## src/rtl/mips_pkg.sv

```systemverilog
// Shared MIPS core definitions.
// Datapath width, fetch bubble word, IF/ID entry layout.
package mips_pkg;

  localparam int unsigned XLEN = 32;

  localparam logic [XLEN-1:0] NOP_WORD = 32'h0000_0000;

  typedef struct packed {
    logic [XLEN-1:0] instruction;
    logic [XLEN-1:0] nextpc;
  } if_id_entry_t;

endpackage

```

## src/rtl/if_id_buffer.sv

```systemverilog
// IF/ID pipeline buffer: in-order circular queue
// between fetch and decode with registered stall.
module if_id_buffer
  import mips_pkg::*;
#(
  parameter int unsigned     XLEN_P   = mips_pkg::XLEN,
  parameter int unsigned     DEPTH    = 2,
  parameter logic [XLEN_P-1:0] NOP_W  = mips_pkg::NOP_WORD,
  localparam int unsigned    PW       = $clog2(DEPTH),
  localparam int unsigned    CW       = $clog2(DEPTH) + 1
) (
  input  logic              clk,
  input  logic              rst,
  input  logic [XLEN_P-1:0] f_instruction,
  input  logic [XLEN_P-1:0] f_nextpc,
  input  logic              f_hit,
  input  logic              flush,
  output logic              f_stall,
  output logic [XLEN_P-1:0] d_instruction,
  output logic [XLEN_P-1:0] d_nextpc,
  output logic              d_valid,
  input  logic              d_ready,
  output logic [CW-1:0]     count
);

  localparam logic [CW-1:0] FULL = CW'(DEPTH);

  logic [XLEN_P-1:0] ins_q [DEPTH];
  logic [XLEN_P-1:0] npc_q [DEPTH];

  logic [PW-1:0] wptr_q, wptr_d;
  logic [PW-1:0] rptr_q, rptr_d;
  logic [CW-1:0] count_q, count_d;
  logic          stall_q, stall_d;

  logic push;
  logic pop;
  logic nonempty;

  assign nonempty = (count_q != '0);

  // Handshake decisions; full blocks push even when a pop coincides.
  always_comb begin
    push = f_hit && (count_q != FULL) && !flush;
    pop  = nonempty && d_ready && !flush;
  end

  // Next-state for pointers, occupancy and stall.
  always_comb begin
    wptr_d  = wptr_q;
    rptr_d  = rptr_q;
    count_d = count_q;
    if (flush) begin
      wptr_d  = '0;
      rptr_d  = '0;
      count_d = '0;
    end else begin
      if (push) wptr_d = wptr_q + 1'b1;
      if (pop)  rptr_d = rptr_q + 1'b1;
      count_d = count_q + {{(CW-1){1'b0}}, push}
                        - {{(CW-1){1'b0}}, pop};
    end
    stall_d = (count_d == FULL);
  end

  // Control state register; reset wins over flush and traffic.
  always_ff @(posedge clk) begin
    if (rst) begin
      wptr_q  <= '0;
      rptr_q  <= '0;
      count_q <= '0;
      stall_q <= 1'b0;
    end else begin
      wptr_q  <= wptr_d;
      rptr_q  <= rptr_d;
      count_q <= count_d;
      stall_q <= stall_d;
    end
  end

  // Entry storage; plain flops, no reset needed.
  always_ff @(posedge clk) begin
    if (!rst && push) begin
      ins_q[wptr_q] <= f_instruction;
      npc_q[wptr_q] <= f_nextpc;
    end
  end

  // Decode-side view, driven from registers only.
  always_comb begin
    d_valid       = nonempty;
    d_instruction = NOP_W;
    d_nextpc      = '0;
    if (nonempty) begin
      d_instruction = ins_q[rptr_q];
      d_nextpc      = npc_q[rptr_q];
    end
  end

  assign f_stall = stall_q;
  assign count   = count_q;

endmodule

```

## config.mk

```make
export PLATFORM = sky130hd
export DESIGN_NAME = if_id_buffer
export DESIGN_NICKNAME = d
export VERILOG_FILES = /design/src/rtl/mips_pkg.sv /design/src/rtl/if_id_buffer.sv
export SDC_FILE = /design/constraint.sdc
export NUM_CORES = 1
export LEC_CHECK = 0
export ABC_AREA = 1
export CORE_ASPECT_RATIO = 2
export CORE_UTILIZATION = 56
export DETAILED_ROUTE_END_ITERATION = 10
export DONT_BUFFER_PORTS = 1
export PLACE_DENSITY = 0.79
export SETUP_SLACK_MARGIN = 0.02
export SLEW_MARGIN = 0
export SYNTH_ARGS = -nofsm -noshare
export SYNTH_HDL_FRONTEND = slang
export SYNTH_SLANG_ARGS = --single-unit
```

## constraint.sdc

```tcl
create_clock -name clk -period 5.8 [get_ports clk]
set_clock_uncertainty 0.2 [all_clocks]
set_input_delay 0.58 -clock clk [delete_from_list [all_inputs] [get_ports clk]]
set_output_delay 0.58 -clock clk [all_outputs]
set_load 0.01 [all_outputs]
```

---- Word-level counts from Yosys, hierarchy flattened ----
Memories as Yosys holds them, arrays and structs flattened. A register that Yosys moved wholly into a read port is not among the register bits.
Cells that the tools add are included.
storage, ports and cells
  register bits ........................... 5
  bits in writable memories ............... 128
  bits of input ports ..................... 69
  output and inout port bits .............. 68
  word-level logic and storage cells ...... 30
  memories kept ........................... 2
memories
  name   depth  bits a word  read ports  clocked after memory_dff  write ports  line                text
  ins_q  2      32           1           1                         1            if_id_buffer.sv:28  logic [XLEN_P-1:0] ins_q [DEPTH];
  npc_q  2      32           1           1                         1            if_id_buffer.sv:29  logic [XLEN_P-1:0] npc_q [DEPTH];
cells by class
  $add $sub $neg .......................... 4
  equality and inequality tests ........... 2
  multiplexer cells ....................... 9
  reduce and logical (&&, ||, !) cells .... 9
operators by type and width
  kind                                         number
  32-bit two-way mux                           2
  1-bit two-way mux                            6
  1-bit logical AND                            5
  1-bit adder, second input constant           2
  2-bit by 1-bit adder with 2-bit output       1
  2-bit equality test, second input constant   1
  1-bit zero test                              2
  2-bit two-way mux                            1
  2-bit != test, second input constant         1
  2-bit nonzero test                           1
  2-bit OR reduction                           1
  2-bit by 1-bit subtractor with 2-bit output  1

---- Depth between registers and ports, before layout ----
Gate-level depths: netlist of run 1.
  depth after elaboration ................. 7
  depth in mapped cells ................... 12
  depth with buffers taken out ............ 12

---- Worst setup path before layout of run 1 ----
OpenSTA, ideal clock, no wires.
  path kind ............................... in2reg
  start point ............................. in flush
  end point ............................... mem ins_q[0][0] (netlist name) (enable)
  library setup time ...................... 0.565 ns
  data arrival time ....................... 5.251 ns
  data required time ...................... 5.035 ns
  slack ................................... -0.216 ns
  cell stages on the path ................. 3
  path buffers ............................ 0
  cell sequence ........................... nor2_1 > inv_1 > nor3_1
on the way
  word-level cells in the longest chain between the ends .. 5
ends and longest elaborated chain
  item                                     line                text
  start: declaration                       if_id_buffer.sv:17  input logic flush,
  1-bit zero test                          if_id_buffer.sv:44  push = f_hit && (count_q != FULL) && !flush;
  1-bit logical AND                        if_id_buffer.sv:44
  1-bit logical AND                        if_id_buffer.sv:83  if (!rst && push) begin
  1-bit two-way mux                        if_id_buffer.sv:83
  1-bit two-way mux (not written as such)  if_id_buffer.sv:84  ins_q[wptr_q] <= f_instruction;
  end: declaration                         if_id_buffer.sv:28
No other way between the ends.

==> out/metrics.yaml, run 1 <==
outcome: "finished clean"
drive_gt1_share_pct: 13.25
ys_types: 15
clk_pin_slew_worst_paths_ns: 0.06
fin_ws_ns: 2.294
synth_cells: 385
antenna_cells: 0
grt_overflow: 0
dp_hpwl_um: 5963
synth_seq_cells: 134
dr.pass1.iters: 4
synth_area_leaders: "edfxtp_1, nand2_1, a21oi_1, buf_6, a21oi_2"
drt-initial-drc-count: 230
fmax_mhz: 285.2
numClockSinks: 134
crit_type: "flop to output pin"
dr_total_vias: 2865
finalCriticalPeriod_ns: 3.506
dp_cells: 470
rrSetupSlack_ns: 3.30
maxSlewHeadroom_pct: 19.32
finalPower_mw: 2.188
mostFrequentLayoutCells: "nand2_1, edfxtp_1, a21oi_1, a21oi_2, clkbuf_16"
pwr_density_cell_mw_per_mm2: 379.3
initial_utilization_pct: 57.60
p_leak_nw: 1.991
cap_violations: 0
first_global_vias: 2964
hold_violations: 0
die-area_sq_mm: 0.009682
setup-tns-final_ns: 0
worstPathMaxFanout: 65
utilization_pct: 64.00
clock_latency_ns: 0.40
place_area_sq_mm: 0.005179
yosys_warnings: 0
syn_avg_cell_area_sq_um: 13.48
grt_pass1_wl_um: 14690
via_per_inst: 5.707
fin_cells: 502
irDropWorstVdd_mv: 0.4323
cts_buffers: 17
tightest_slew_ns: 1.210
setup_viol: 0
netlist_area_sq_mm: 0.005191
whs_ns: 0.06838
end_kind: "output pin"
core_sq_mm: 0.009012
reg2reg_from: "count[0]"
die_x_um: 70.08
cp-start-kind: "flop"
worstPathArrival_ns: 2.73
grt_max_degree: 66
maxSlewViolCount: 0
crit_path_end: "d_instruction[19]"
reg2reg_depth: 5
crit_slowest_cell: "dfxtp_2"
reg2reg_to: "npc_q[1][1]"
synthToLayoutAreaGrowth_pct: 11.11
fin_nets: 458
cts_buffer_depth: 2
ys_seq_area_share_pct: 76.36
cts-htree-levels: 4
mostFrequentLayoutCell: "nand2_1"
path_cells: "inv_2 > nand2_1 > a21oi_1"
synthesis.nets: 456
antenna_found_initial: 0
row_count: 49
crit_path_max_incr_delay_ns: 1.13
final_area_sq_mm: 0.005768
yosysTopAreaCellShare_pct: 74.04
io_pins: 137
drc_errors: 0
port_buffers: 0
cts_resized: 0
wl_per_cell_um: 18.87
hold_buffers: 0
post_cts_buffers: 0
hp-class: "input pin to flop"
synth_top_cell_by_area: "edfxtp_1"
routed_wl_um: 9474
die_h_um: 138.2
cts_tree: "done"
rsz0062_at_grt: "no"
cts_root_buffer: "clkbuf_16"
grtUsageTotal_pct: 20.62
place_ws_ns: 2.664
min_period_over_period_pct: 60.44
required_ns: 5.02
drtAntennaViolNets: 0
place_congestion: 0.8063
==> sequential cells by signal, summed over array words and instances (netlist names), named ones only <==
| name | flops |
|---|---|
| ins_q | 64 |
| npc_q | 64 |
| count | 2 |
| f_stall | 1 |
| rptr_q | 1 |
| wptr_q | 1 |
==> synth_stat cells <==
master / count
buf_2: 6
inv_1: 10
a21oi_1: 48
a21oi_2: 17
nor2_1: 11
nor2_2: 1
dfxtp_1: 6
inv_2: 1
nand2_1: 136
or2_1: 1
ha_1: 2
edfxtp_1: 128
buf_6: 14
nand3_1: 3
nor3_1: 1
==> cell type report <==
class / instances / area, sq um
fill: 674 / 3244
timing repair buffer: 3 / 22.52
tap: 102 / 127.6
inverter: 11 / 41.29
sequential: 134 / 3965
clock buffer: 19 / 432.9
multi-input combinational: 220 / 1022
clock inverter: 13 / 156.4
==> how the worst min path moves through the flow <==
| stage | from | end | cells past startpoint | slack, ns |
|---|---|---|---|---|
| after floorplan | rptr_q | flop | 2 | 0.26 |
| after global placement | rptr_q | rptr_q | 2 | 0.29 |
| after detailed placement | rptr_q | flop | 2 | 0.30 |
| after CTS | f_nextpc[2] | npc_q[0][2] | 0 | 0.06 |
| after global routing | f_nextpc[2] | npc_q[0][2] | 0 | 0.05 |
| final | f_nextpc[29] | npc_q[0][29] | 0 | 0.07 |
==> kinds of logic after synthesis <==
family	share of synthesized area, %
simple gates	11.26
flops	76.36
compound gates	7.496
buf+inv	4.411
fa+ha+maj	0.4820
==> where the power goes <==
group | internal, mW | total [mW] | switching [mW]
registers | 1.08 | 1.09 | 0.00771
logic | 0.0124 | 0.0566 | 0.0442
clock network | 0.673 | 1.04 | 0.369
==> layer usage <==
metal | share of wire (%) | global-route usage, %
met4 | 5.1 | 14.53
met3 | 8.4 | 8.819
met5 | 0 | 0
met1 | 34 | 20.59
met2 | 53 | 33.76
==> worst max-delay path: cells and delay by family (launching register included) <==
family	cells	cell delay, ns
and+or+nand+nor	1	0.23
DFF	1	1.13
AOI/OAI and AO/OA	1	0.15
buffers and inverters	1	0.77
No activity file was read; power rests on OpenSTA's default activity.
==> inputs of run 2 (changes only) <==
clock period = 3.2 ns   (was 5.8 ns; I/O delays follow)
==> out/metrics.yaml, run 2 (same netlist as run 1, synthesis figures left out) <==
outcome: "finished clean"
fmax_mhz: 402.7
clkPwrFrac_pct: 46.7
cp-start-kind: "flop"
cap_violations: 0
cts_buffer_depth: 2
grtUsageTotal_pct: 22.34
combPwrFrac_pct: 4.7
maxSlewHeadroom_pct: 47.21
intPower_mw: 3.251
ff_latch_area_sq_mm: 0.003965
io_pins: 137
drc_errors: 0
routed_wl_um: 10530
clk_pin_slew_worst_paths_ns: 0.05
dp_cells: 473
dr.pass1.iters: 4
port_buffers: 0
path_cells: "inv_2 > buf_4 > nand2_1 > a21oi_1"
place_area_sq_mm: 0.005214
numClockSinks: 134
mostFrequentLayoutCell: "nand2_1"
die_h_um: 138.2
mostFrequentLayoutCells: "nand2_1, edfxtp_1, dlygate4sd3_1, a21oi_1"
setup_viol: 0
cp_num_buf_inv: 2
clock_latency_ns: 0.40
row_count: 49
fin_cells: 575
pwr_density_cell_mw_per_mm2: 623.9
multi_input_area_sq_mm: 0.001022
first_global_vias: 3260
drtAntennaViolNets: 0
dp_hpwl_um: 5854
cts_resized: 0
die_x_um: 70.08
fin_nets: 530
irDropWorstVdd_mv: 0.6668
cts-htree-levels: 4
cts_tree: "done"
via_per_inst: 5.487
maxSlewViolCount: 0
p_switching_mw: 0.8002
fin_ws_ns: 0.7170
antenna_found_initial: 1
cts_root_buffer: "clkbuf_16"
critPathTopFamily: "buffers and inverters"
worstPathArrival_ns: 1.96
finalPower_mw: 4.051
grt_overflow: 0
core_sq_mm: 0.009012
grt_max_degree: 65
dr_total_vias: 3155
drt-initial-drc-count: 175
final_area_sq_mm: 0.006494
hp-class: "input pin to flop"
rsz0062_at_grt: "no"
min_period_over_period_pct: 77.59
crit_type: "flop to output pin"
grt_pass1_wl_um: 15830
post_cts_buffers: 0
whs_ns: 0.02563
wl_per_cell_um: 18.32
worstPathMaxFanout: 46
nFillCells: 556
finalCriticalPeriod_ns: 2.483
hold_violations: 0
p_leak_nw: 2.306
tightest_slew_ns: 0.7918
place_congestion: 0.7440
switching_share_pct: 19.75
required_ns: 2.68
die-area_sq_mm: 0.009682
cts_buffers: 17
pwr-share-seq_pct: 48.6
utilization_pct: 72.05
end_kind: "output pin"
crit_slowest_cell: "buf_4"
initial_utilization_pct: 57.60
drive_gt1_share_pct: 12.08
setup-tns-final_ns: 0
synthToLayoutAreaGrowth_pct: 25.09
place_ws_ns: 0.9651
crit_path_max_incr_delay_ns: 0.50
run 2: cell types whose count changed in the layout (fill, tap and decap cells not counted):
cell	delta
diode_2	+1
clkinv_2	+2
clkinv_1	+1
clkinv_4	-1
dlygate4sd3_1	+69
buf_4	+2
clkbuf_1	-2
buf_12	+1
run 2: cell type report:
type,count,area share (%)
inverters,11,0.6358
clock buffers,17,6.551
repair buffers,75,11.52
clock inverters,15,2.486
well taps,102,1.965
flip-flops and latches,134,61.06
diodes,1,0.03854
multi-input cells,220,15.74
run 2: worst paths after layout:
path | start | to | slack [ns] | depth (start not counted)
max | flop | d_nextpc[25] | 0.72 | 4
min | flush | count[0] | 0.03 | 3
max reg2reg | count[0] | f_stall | 0.96 | 11
min reg2reg | rptr_q | flop | 0.40 | 3
run 2: per-layer routing:
layer  track usage, %  vias up  routed length [um]
li1                 -     1491                   -
met3            6.487       29                 604
met4            14.63        0                 437
met5                0        -                   0
met1            20.80     1497                3511
met2            40.69      138                5980
run 2: what timing repair did:
item,in CTS,in global routing
hold buffers,69,0
endpoints found under the hold margin,133,0
endpoints found under the setup margin,0,0
run 2: tightest hold or removal path: cells and delay by family:
family	cells	cell delay (ns)
simple gates	2	0.10
buf+inv	1	0.17
run 2: power by group through the flow:
stage	clock [mW]	combinational [mW]	sequential, mW
CTS	1.91	0.189	1.97
finish	1.89	0.190	1.97
global placement	0	0.106	2.00
detailed placement	0	0.110	2.01
global route	2.00	0.205	1.97
floorplan	0	0.0960	2.00
==> inputs of run 3 (changes only) <==
CORE_UTILIZATION = 62   (was 56)
PLACE_DENSITY = 0.83   (was 0.79)
clock period = 2.5 ns   (was 3.2 ns; I/O delays follow)
==> out/metrics.yaml, run 3 (same netlist as run 1, synthesis figures left out) <==
grt_overflow: 0
whs_path_depth: 6
finalCriticalPeriod_ns: 2.453
fmax_mhz: 407.7
finalPower_mw: 5.051
place_congestion: 0.7066
drive_gt1_share_pct: 12.10
p_leak_nw: 2.295
grt_pass1_wl_um: 16590
post_cts_buffers: 0
required_ns: 2.37
core_sq_mm: 0.008000
cp-start-kind: "input pin"
initial_utilization_pct: 64.89
die_h_um: 131.4
crit_path_max_incr_delay_ns: 0.63
maxSlewHeadroom_pct: 48.26
row_count: 46
cap_violations: 0
dr.pass1.iters: 8
cp_num_buf_inv: 4
crit_type: "input pin to flop"
via_per_inst: 5.687
clk_pin_slew_worst_paths_ns: 0.05
hp-class: "input pin to flop"
fin_nets: 530
cts_root_buffer: "clkbuf_16"
mostFrequentLayoutCells: "nand2_1, edfxtp_1, dlygate4sd3_1, a21oi_1"
io_pins: 137
worstPathArrival_ns: 2.32
worstPathMaxFanout: 64
cp.depth: 6
numClockSinks: 134
irDropWorstVdd_mv: 0.6505
whs_ns: 0.2356
ff_latch_area_sq_mm: 0.003968
hold_violations: 0
crit_slowest_cell: "dlygate4sd3_1"
drtAntennaViolNets: 0
setup_viol: 0
nFillCells: 422
grtUsageTotal_pct: 26.70
die-area_sq_mm: 0.008765
path_cells: "dlygate4sd3_1 > nor2_1 > dlygate4sd3_1 > inv_1 > nor3_4 > buf_12"
hold_buffers: 69
grt_max_degree: 65
critPathTopFamily: "buffers and inverters"
cts_resized: 0
outcome: "finished clean"
crit_top_cell: "dlygate4sd3_1"
routed_wl_um: 11120
dp_cells: 467
rsz0062_at_grt: "no"
cts_buffers: 17
drt-initial-drc-count: 224
min_period_over_period_pct: 98.11
fin_cells: 568
tightest_slew_ns: 0.7761
reg2reg_depth: 11
clock_latency_ns: 0.40
wl_per_cell_um: 19.58
dp_hpwl_um: 5577
antenna_found_initial: 0
maxSlewViolCount: 0
cts_buffer_depth: 2
die_x_um: 66.70
synthToLayoutAreaGrowth_pct: 24.66
pwr_density_cell_mw_per_mm2: 780.6
mostFrequentLayoutCell: "nand2_1"
multi_input_area_sq_mm: 0.001022
dr_total_vias: 3230
port_buffers: 0
first_global_vias: 3280
drc_errors: 0
setup-tns-final_ns: 0
cts_tree: "done"
utilization_pct: 80.89
cts-htree-levels: 4
end_kind: "flop"
run 3: cell count changes in the layout (fill, tap and decap cells not counted), sizes merged:
cell      previous run  this run
bufinv               3         2
clkbuf              17        18
clkinv               8         9
clkinvlp             3         2
inv                 12        11
run 3: per-layer routing:
metal  part of all wire, %  track usage, %  vias up
li1                      -               -     1490
met1                    34           28.97     1565
met2                    56           46.07      148
met3                   6.3           7.205       27
met4                   3.0           13.00        0
met5                     0               0        -
run 3: final cells by class:
class / instances / area share [%]
diodes: 1 / 0.03867
clock buffers: 18 / 6.632
clock inverters: 13 / 1.779
inverters: 11 / 0.6381
multi-input cells: 220 / 15.80
flip-flops and latches: 134 / 61.31
well taps: 96 / 1.856
repair buffers: 75 / 11.95
run 3: worst paths after layout:
path | slack, ns | from | to
min | 0.24 | flush | count[1]
max reg2reg | 0.32 | count[0] | f_stall
max | 0.05 | rst | npc_q[0][3]
min reg2reg | 0.36 | rptr_q | flop
run 3: worst reg2reg max path, cell delays in order, from the launching register on:
cell     delay (ns)
dfxtp_2        0.41
nor2_1         0.08
nor2_1         0.20
inv_1          0.13
or2_1          0.24
ha_1           0.30
inv_1          0.08
ha_1           0.18
inv_1          0.05
nand2_1        0.07
nand3_1        0.09
nor2_1         0.09
run 3: stage by stage:
stage	setup WS (ns)	cell area [sq um]
6_report	0.04729	6471
5_1_grt	0.02854	6469
4_1_cts	0.1402	6469
3_5_place_dp	0.4347	5234
3_3_place_gp	0.5892	5234
2_1_floorplan	-0.3005	5213
run 3: where the power goes:
group	switching, mW	internal (mW)
sequential	0.0156	2.51
clock	0.842	1.43
combinational	0.146	0.104
total	1.00	4.05
